$ cat src/rtl/branch_unit.sv
`default_nettype none
// ============================================================================
// Module   : branch_unit
// Purpose  : EX-stage branch resolution with a 1-entry output buffer and
//            saturating branch/mispredict statistics.
// Revision : 1.0 - initial release
// ============================================================================
module branch_unit #(
    parameter int XLEN  = 32,
    parameter int CNT_W = 16
) (
    input  logic             clk,
    input  logic             rst_n,
    input  logic             in_valid,
    output logic             in_ready,
    input  logic [2:0]       funct3,
    input  logic [XLEN-1:0]  rs1,
    input  logic [XLEN-1:0]  rs2,
    input  logic [XLEN-1:0]  pc,
    input  logic [XLEN-1:0]  imm,
    input  logic             pred_taken,
    input  logic             flush,
    output logic             out_valid,
    input  logic             out_ready,
    output logic             taken,
    output logic [XLEN-1:0]  target,
    output logic [XLEN-1:0]  next_pc,
    output logic             mispredict,
    output logic             illegal,
    output logic [CNT_W-1:0] branch_cnt,
    output logic [CNT_W-1:0] mispred_cnt
);

    localparam logic [CNT_W-1:0] c_cnt_max = {CNT_W{1'b1}};

    logic             r_valid;
    logic             r_taken;
    logic [XLEN-1:0]  r_target;
    logic [XLEN-1:0]  r_next_pc;
    logic             r_mispredict;
    logic             r_illegal;
    logic [CNT_W-1:0] r_branch_cnt;
    logic [CNT_W-1:0] r_mispred_cnt;

    logic             w_eq;
    logic             w_lt_s;
    logic             w_lt_u;
    logic             w_taken;
    logic             w_illegal;
    logic [XLEN-1:0]  w_target;
    logic [XLEN-1:0]  w_pc_plus4;
    logic             w_accept;
    logic             w_xfer;

    assign w_eq       = (rs1 == rs2);
    assign w_lt_s     = ($signed(rs1) < $signed(rs2));
    assign w_lt_u     = (rs1 < rs2);
    assign w_target   = pc + imm;
    assign w_pc_plus4 = pc + XLEN'(4);

    always_comb begin
        w_taken   = 1'b0;
        w_illegal = 1'b0;
        case (funct3)
            3'b000:  w_taken = w_eq;
            3'b001:  w_taken = !w_eq;
            3'b100:  w_taken = w_lt_s;
            3'b101:  w_taken = !w_lt_s;
            3'b110:  w_taken = w_lt_u;
            3'b111:  w_taken = !w_lt_u;
            default: w_illegal = 1'b1;
        endcase
    end

    // A flush voids both the accept and any transfer happening in the same cycle.
    assign in_ready = !flush && (!r_valid || out_ready);
    assign w_accept = in_valid && in_ready;
    assign w_xfer   = r_valid && out_ready && !flush;

    always_ff @(posedge clk or negedge rst_n) begin
        if (!rst_n) begin
            r_valid      <= 1'b0;
            r_taken      <= 1'b0;
            r_target     <= '0;
            r_next_pc    <= '0;
            r_mispredict <= 1'b0;
            r_illegal    <= 1'b0;
        end else if (flush) begin
            r_valid <= 1'b0;
        end else if (w_accept) begin
            r_valid      <= 1'b1;
            r_taken      <= w_taken;
            r_target     <= w_target;
            r_next_pc    <= w_taken ? w_target : w_pc_plus4;
            r_mispredict <= w_taken ^ pred_taken;
            r_illegal    <= w_illegal;
        end else if (w_xfer) begin
            r_valid <= 1'b0;
        end
    end

    always_ff @(posedge clk or negedge rst_n) begin
        if (!rst_n) begin
            r_branch_cnt  <= '0;
            r_mispred_cnt <= '0;
        end else if (w_xfer) begin
            if (r_branch_cnt != c_cnt_max) begin
                r_branch_cnt <= r_branch_cnt + 1'b1;
            end
            if (r_mispredict && (r_mispred_cnt != c_cnt_max)) begin
                r_mispred_cnt <= r_mispred_cnt + 1'b1;
            end
        end
    end

    assign out_valid   = r_valid;
    assign taken       = r_taken;
    assign target      = r_target;
    assign next_pc     = r_next_pc;
    assign mispredict  = r_mispredict;
    assign illegal     = r_illegal;
    assign branch_cnt  = r_branch_cnt;
    assign mispred_cnt = r_mispred_cnt;

endmodule
`default_nettype wire
$ cat config.mk
export PLATFORM = sky130hd
export DESIGN_NAME = branch_unit
export DESIGN_NICKNAME = d
export VERILOG_FILES = /design/src/rtl/branch_unit.sv
export SDC_FILE = /design/constraint.sdc
export NUM_CORES = 1
export LEC_CHECK = 0
export ABC_AREA = 1
export CAP_MARGIN = 20
export CORE_MARGIN = 2
export CORE_UTILIZATION = 40
export CTS_BUF_LIST = sky130_fd_sc_hd__clkbuf_16
export DETAILED_ROUTE_END_ITERATION = 10
export PLACE_DENSITY_LB_ADDON = 0.1
export REMOVE_ABC_BUFFERS = 1
export SLEW_MARGIN = 20
export SYNTH_ARGS = -nofsm -noshare
export SYNTH_HDL_FRONTEND = slang
export SYNTH_SLANG_ARGS = --single-unit
$ cat constraint.sdc
create_clock -name clk -period 2.7 [get_ports clk]
set_input_delay 0.54 -clock clk [delete_from_list [all_inputs] [get_ports clk]]
set_output_delay 0.54 -clock clk [all_outputs]
set_load 0.02 [all_outputs]
## Word-level counts from Yosys, hierarchy flattened

Cells that the tools add are included.
Widths: inputs -> output; s select.

| word-level totals | value |
|---|---|
| output and inout port bits | 101 |
| input bits | 137 |
| word-level logic and storage cells | 47 |
| bits in registers | 100 |

| cells by class | value |
|---|---|
| muxes and demuxes | 6 |
| reductions and logical operators | 17 |
| equal/unequal tests | 8 |
| $lt $le $gt $ge | 2 |
| bitwise operators | 2 |
| add/sub/neg operators | 4 |

Operator list:

| operator | number |
|---|---|
| $lt 32x32->1 | 2 |
| $add 16x1->16 const B | 2 |
| $add 32x3->32 const B | 1 |
| $add 32x32->32 | 1 |
| $eq 32x32->1 | 1 |
| $mux 32 | 1 |
| $ne 16x16->1 const B | 2 |
| $eq 3x3->1 const B | 4 |
| $pmux 1 s6 | 1 |
| $reduce_and 2->1 | 3 |
| $reduce_or 6->1 | 1 |
| $logic_and 1x1->1 | 5 |
| $logic_not 1->1 | 5 |
| $mux 1 | 4 |
| $eq 3x1->1 const B | 1 |
| $logic_not 3->1 | 1 |
| $reduce_bool 3->1 | 1 |
| $logic_or 1x1->1 | 1 |
| $not 1->1 | 1 |
| $xor 1x1->1 | 1 |

## Logic depth before layout (Yosys ltp)

Gate-level depths: netlist (run 1).

| depth | value |
|---|---|
| depth after elaboration | 6 |
| mapped depth | 21 |

## Worst setup path after synthesis (run 1)

OpenSTA, ideal clock, no wires.

| timing | value |
|---|---|
| path kind | input -> register |
| start | input pc[0] |
| end | register r_next_pc[30] (netlist: next_pc[30]) |
| setup time | 125 ps |
| path slack | 306 ps |
| arrival time | 2269 ps |
| data required time | 2575 ps |
| stages | 17 |
| cells stage by stage | ha_1 inv_1 fa_1 inv_1 nand3_1 nand2_1 inv_1 nor2_1 nor2_1 o21ai_1 nand2_1 nand2_1 nand2_1 nand3_1 nand2_1 nand3_1 nand3_1 |

| between the ends | value |
|---|---|
| word-level cells in the longest chain between the ends | 2 |
| elaborated cells on any way between the ends | 3 |
| classes of those cells | add/sub (2); mux (1) |

Ends and longest elaborated chain:

| item | RTL line | text |
|---|---|---|
| start, declared | 19 | `input logic [XLEN-1:0] pc,` |
| $add 32x3->32 or $add 32x32->32 (tied branches) | 59, 58 |  |
| $mux 32 * | 94 | `r_next_pc <= w_taken ? w_target : w_pc_plus4;` |
| end signal, assigned | 94 |  |
| end, declared | 39 | `logic [XLEN-1:0] r_next_pc;` |

Mark *: on every way between the ends. The rest lies on a longest branch, timed or not.
A chain may end at the register's enable or synchronous reset.

## Worst setup path after layout (run 1)

| timing | value |
|---|---|
| start | input rs2[7] |
| end | register r_next_pc[10] (netlist: next_pc[10]) |

| between the ends | value |
|---|---|
| word-level cells in the longest chain between the ends | 4 |
| elaborated cells on any way between the ends | 8 |
| classes of those cells | order compare (2); eq/ne (1); mux (2); reduce/logical (3) |

Ends and longest elaborated chain:

| item | RTL line | text |
|---|---|---|
| start, declared | 18 | `input logic [XLEN-1:0] rs2,` |
| $lt 32x32->1 (tied with other cells) | 57 | `assign w_lt_u = (rs1 < rs2);` |
| $logic_not 1->1, on equally long branches | 70, 66, 68 |  |
| $pmux 1 s6 * | 64 | `case (funct3)` |
| $mux 32 * | 94 |  |

Marks and branches as above.

==> impl_results.md, run 1 <==
- Status: finished clean
- Io pins: 238
- Gr usage total: 0.260
- CP required: 2.96 ns
- Fin util: 0.680
- CP max stage delay: 0.46 ns
- Non-Filler Instances: 1853
- Slowest CP cell: clkdlybuf4s50_1
- Cell count after placement: 1828
- Worst-path fanout max: 8
- Antenna Cells: 0
- Syn_area_per_cell: 6.92 um2
- Sequential share of the synthesized area: 0.310
- Fin nets: 1787
- Core ar.: 19600 um2
- Most common cell after layout, fill and taps aside: nand2_1
- Htree depth: 3
- Clock skew: 0.00881 ns
- Synth top area cells: dfrtp_1, nand2_1, ha_1
- Int Pwr: 3830 uW
- Via/cell ratio: 4.95
- CP Buf/Inv Count: 4
- First-pass GRT wire length: 44.5 mm
- EDFF count, synth: 0
- Die width: 146 um
- Clock power frac: 0.218
- Leak Pwr: 0.00675 uW
- Hpwl dp: 22.9 mm
- Routing usage on met2: 0.449
- Sw Ratio: 0.382
- Cell count after synthesis: 1164
- Antenna violations before repair: 0
- Final period util: 0.968
- Largest net degree at the start of global routing: 58
- Critical Path AT: 2.87 ns
- GRT Max-Usage Layer: met2
- FFs w/ async S/R, synth: 1.00
- Comb pwr share: 0.466
- Final setup viols: 0
- Pwr per Cell Area: 466 nW/um2
- Final Hold Violating Endpoints: 0
- Insertion delay to the later sink of the worst-skew pair: 0.36 ns
- Port-buffer cells: 237
- DR vias: 9177
- Share of layout cells above drive strength 1: 0.215
- DRT Pass-1 Iters: 5
- HP Class: in2async
- Met3 usage: 0.0364
- Most frequent cells in the layout: nand2_1, clkdlybuf4s50_1, buf_4, inv_1, dfrtp_1
- Root Buffer: clkbuf_16
- CTS Buffer Depth: 2
- Delay-heaviest family, CP: simple AND/OR/NAND/NOR gates
- Row cnt: 51
- Yosys Warn Count: 0
- Mapped cell area: 8060 um2
- Most frequent CP cell: nand2_1
- Reg power frac: 0.316
- Crit path capture type: register
- Die Height: 146 um
- Max Freq: 0.383 GHz
- GR Layer Usage met1: 0.349
- Vias in the first global route: 8832
- Die area: 21300 um2
- VDD IR max: 0.311 mV
- # DRC: 0
- Initial Util: 0.411
- Cell variety after synth: 36
- DRT Wirelength: 29.2 mm
- Critical Path Start Type: primary input
- Max-capacitance violation count: 0
- Worst path cell trace: clkdlybuf4s50_1, inv_1, ha_4, a21o_1, nor2_1, nand2_1, nand2_1, nand2_1, nand2_2, nand2_2, nand2_2, nand3_4, inv_4, nand3_4, buf_8, a21boi_2, nand2_1
- CTS Buf Count: 9
- Final ANT Viol Nets: 0
- CTS tree: yes
- Iter 0 DRT Violations: 475
- P_sw: 2370 uW
- Filler Cells Inserted: 1697
- Layout area overhead: 65.2%
- Final instance area: 13300 um2
- # clock sinks: 100
- Register bit count reported by yosys: 100
- Fin crit period: 2.61 ns
- Final GP Congestion: 0.928
- WL per Instance: 15.8 um
- Clock slew at reported path FFs: 0.08 ns
- Placed cell areas: 12200 um2
- Slew @ Worst Pin: 0.436 ns
- Dominant cell type by area after synthesis: dfrtp_1
- Max Slew Vio Count: 0
- Worst slew margin: 0.709
- Predominant post-synthesis flop cell: dfrtp_1
- Area fraction of the dominant cell type after synthesis: 0.310
- Remaining global-route overflow: 0
- Setup CP Type: in2reg
final timing paths:
path	from	endpoint	slack (ns)	depth (start not counted)
min in group clk	next_pc[31]$_DFFE_PN0P_	next_pc[31]$_DFFE_PN0P_	0.48	2
min reg2reg	next_pc[31]$_DFFE_PN0P_	next_pc[31]$_DFFE_PN0P_	0.48	2
max	rs2[7]	next_pc[10]$_DFFE_PN0P_	0.09	17
max reg2reg	branch_cnt[0]$_DFFE_PN0P_	branch_cnt[13]$_DFFE_PN0P_	0.51	12
max in group asynchronous	rst_n	target[19]$_DFFE_PN0P_	1.96	2
min	rst_n	mispred_cnt[12]$_DFFE_PN0P_	0.12	1
power by group through the flow:
stage                     sequential (uW)  combinational [uW]  clock (uW)
after floorplan                      2300                 874           0
after global routing                 2000                3130        1440
after CTS                            1960                2690        1390
final                                1960                2890        1350
after detailed placement             1990                2670           0
after global placement               1980                2660           0
state kept, by name, summed over array words and instances (netlist names):
register,cells
illegal,1
mispredict,1
out_valid,1
mispred_cnt,16
next_pc,32
target,32
branch_cnt,16
taken,1
metal layers:
metal | up-vias | wire length, um
li1 | 4630 | -
met1 | 4262 | 13200
met2 | 250 | 14100
met3 | 35 | 1440
met4 | 0 | 492
met5 | - | 0
synthesized netlist by cell type, types with 4 or more instances:
master      n
nor3_1     19
a31oi_1     6
nand4_1    46
nor4_1     10
xor2_1     47
o21ai_0    35
xnor2_1    31
ha_1       66
nand3_1    97
nand2_1   352
clkbuf_1   17
a21o_1      4
nor2_1    102
a21boi_1    4
inv_1     148
o21bai_1    4
a21oi_1    42
dfrtp_1   100
logic make-up (layout without fill, tap and decap cells):
group           count (synthesis)  count (layout)  synth area share
simple gates                  639             639             0.342
buf+inv                       174             598            0.0841
compound gates                106             106            0.0733
flops                         100             100             0.310
xor+xnor                       78              78            0.0848
fa+ha+maj                      67              67             0.105
stage by stage:
stage               total power [uW]  setup WS [ns]  hold slack (ns)  setup TNS (ns)
CTS                             6040         0.0215            0.120               0
finish                          6200         0.0871            0.116               0
global route                    6570        -0.0359            0.143          -0.214
detailed placement              4660         -0.441            0.464          -15.00
floorplan                       3180          -1.65            0.244          -77.41
global placement                4630         -0.397            0.463          -13.49
timing repair:
item                       in CTS  in global routing
pin swaps                       0                 68
hold buffers                    0                  0
buffers inserted                0                  5
cloned                          0                  4
setup endpoints to repair       5                 47
resized for setup               2                173
final cells by class:
| class | count | area [um2] | area share |
|---|---|---|---|
| multi-input combinational | 890 | 5530 | 0.415 |
| timing repair buffer | 432 | 4090 | 0.307 |
| sequential | 100 | 2500 | 0.188 |
| inverter | 150 | 566 | 0.0425 |
| tap | 265 | 332 | 0.0249 |
| clock buffer | 9 | 225 | 0.0169 |
| clock inverter | 7 | 75.1 | 0.00564 |
Power figures use the tool's default switching activity.
==> run 2, diff against run 1 <==
==> constraint.sdc (replaced) <==
create_clock -name clk -period 2.7 [get_ports clk]
set_input_delay 0.54 -clock clk [delete_from_list [all_inputs] [get_ports clk]]
set_output_delay 0.54 -clock clk [all_outputs]
set_load 0.005 [all_outputs]
==> results of run 2 <==
Same layout as run 1 (identical final DEF). Status: finished clean.
Among the figures that moved: total power 6200 uW -> 5880 uW; worst IR drop on VDD 0.311 mV -> 0.291 mV
==> run 3, diff against run 2 <==
MAX_ROUTING_LAYER = met4   (was default)
==> run 3 against run 2 <==
Cell area decreased by 0.88%. Wire length increased by 0.80%. Non-clock buffer count down 2. First-iteration DRC count rose by 6.9%. Die area unchanged. Core utilization is 0.60 points lower. Register-to-register slack improved by 0.07 ns. Critical endpoint is now next_pc[26]$_DFFE_PN0P_. Largest power group unchanged.
==> impl_results.md, run 3 (synthesis results as in run 1) <==
- CTS tree: yes
- Hpwl dp: 23.0 mm
- VDD IR max: 0.342 mV
- Vias in the first global route: 8954
- WHS: 0.0502 ns
- HP Class: in2async
- Core ar.: 19600 um2
- Most frequent CP cell: nand2_2
- Share of layout cells above drive strength 1: 0.209
- Final setup viols: 0
- Max-capacitance violation count: 0
- Largest net degree at the start of global routing: 82
- Initial Util: 0.411
- Worst-path fanout max: 9
- CTS Buffer Depth: 2
- Critical Path AT: 2.92 ns
- Via/cell ratio: 4.93
- Layout area overhead: 63.7%
- Final instance area: 13200 um2
- Delay-heaviest family, CP: simple AND/OR/NAND/NOR gates
- Slowest CP cell: clkdlybuf4s50_1
- DRT Pass-1 Iters: 4
- Htree depth: 3
- # clock sinks: 100
- CTS Buf Count: 9
- Max Freq: 0.373 GHz
- Root Buffer: clkbuf_16
- Insertion delay to the later sink of the worst-skew pair: 0.36 ns
- First-pass GRT wire length: 45.2 mm
- Slew @ Worst Pin: 0.438 ns
- Fin crit period: 2.68 ns
- Die width: 146 um
- CP required: 2.94 ns
- Critical Path Start Type: primary input
- Row cnt: 51
- Clock slew at reported path FFs: 0.09 ns
- Overall Power: 5870 uW
- Status: finished clean
- Die area: 21300 um2
- Antenna Cells: 0
- Final GP Congestion: 0.941
- Clock skew: 0.0131 ns
- Die Height: 146 um
- Fin nets: 1785
- Crit path capture type: register
- Max Slew Vio Count: 0
- Io pins: 238
- CP Buf/Inv Count: 4
- # DRC: 0
- CP max stage delay: 0.47 ns
- Antenna violations before repair: 0
- Worst slew margin: 0.705
- Leak Pwr: 0.00663 uW
- WL per Instance: 15.9 um
- Worst path cell trace: clkdlybuf4s50_1, inv_2, ha_4, nand2_4, nor2_4, nand2_4, nor4_4, nand2_2, nand2_2, nand2_2, buf_6, nand3_4, nand3_4, clkbuf_16, nand3_1, nand3_1
- Pwr per Cell Area: 445 nW/um2
- DRT Wirelength: 29.4 mm
- Port-buffer cells: 237
- Final ANT Viol Nets: 0
- Final period util: 0.994
- Final Hold Violating Endpoints: 0
- Most frequent cells in the layout: nand2_1, clkdlybuf4s50_1, buf_4, inv_1, dfrtp_1
- Setup CP Type: in2reg
- Setup TNS: 0 ns
- DR vias: 9133
- Most common cell after layout, fill and taps aside: nand2_1
- Placed cell areas: 12100 um2
- Gr usage total: 0.272
- Remaining global-route overflow: 0
- Iter 0 DRT Violations: 508
## run 3: cell types whose count changed in the layout (fill, tap and decap cells not counted), sizes merged
cell,change
clkdlybuf4s50,+12
dlymetal6s2s,-12
buf,-2
clkinv,+2
clkinvlp,-1
inv,-1
## run 3: layer usage
layer,GRT usage,part of all wire
met5,-,0
met4,0.0525,0.013
met3,0.0351,0.052
met2,0.457,0.49
met1,0.353,0.44
## run 3: repair_timing
item	in CTS	in global routing
resized for setup	2	153
hold buffers	0	0
endpoints found under the setup margin	7	52
gates cloned	0	2
setup buffers	0	6
pin swaps	0	37
## run 3: path summary, 6_finish.rpt
| path | startpoint | endpoint | slack (ns) | cells after the start |
|---|---|---|---|---|
| min in group clk | next_pc[4]$_DFFE_PN0P_ | next_pc[4]$_DFFE_PN0P_ | 0.48 | 2 |
| setup / recovery | rs2[26] | next_pc[26]$_DFFE_PN0P_ | 0.02 | 16 |
| setup reg to reg | branch_cnt[0]$_DFFE_PN0P_ | branch_cnt[13]$_DFFE_PN0P_ | 0.58 | 12 |
| max in group asynchronous | rst_n | next_pc[30]$_DFFE_PN0P_ | 1.92 | 2 |
| hold / removal | rst_n | mispred_cnt[12]$_DFFE_PN0P_ | 0.05 | 1 |
| hold reg to reg | next_pc[4]$_DFFE_PN0P_ | next_pc[4]$_DFFE_PN0P_ | 0.48 | 2 |
## run 3: final cells by class
cell class              count  area (um2)
well taps                 265         332
repair buffers            430        4000
multi-input cells         890        5490
clock inverters             7        88.8
clock buffers               9         225
fillers                  1726        6390
inverters                 150         566
flip-flops and latches    100        2500
## run 3: report_power, final
part           internal [uW]  total, uW  switching [uW]
Combinational           1380       2540            1160
Clock                    673       1370             699
Sequential              1770       1960             188
## run 3: metrics by stage
step	utilization	std cells	worst slack (ns)
finish	0.674	1851	0.0171
global route	0.674	1851	-0.112
CTS	0.635	1843	0.00846
detailed placement	0.618	1827	-0.435
global placement	0.618	1827	-0.392
floorplan	-	1140	-1.59
## run 3: worst reg2reg max path: stages, from the launching register on
cell     delay (ns)
dfrtp_1        0.43
ha_1           0.25
nand4_1        0.12
nor2_1         0.05
nand2_1        0.05
nor2_1         0.05
nand2_1        0.05
nand2_1        0.08
or2_2          0.33
nor2_1         0.17
nand4_1        0.16
nor2_1         0.15
xor2_1         0.16
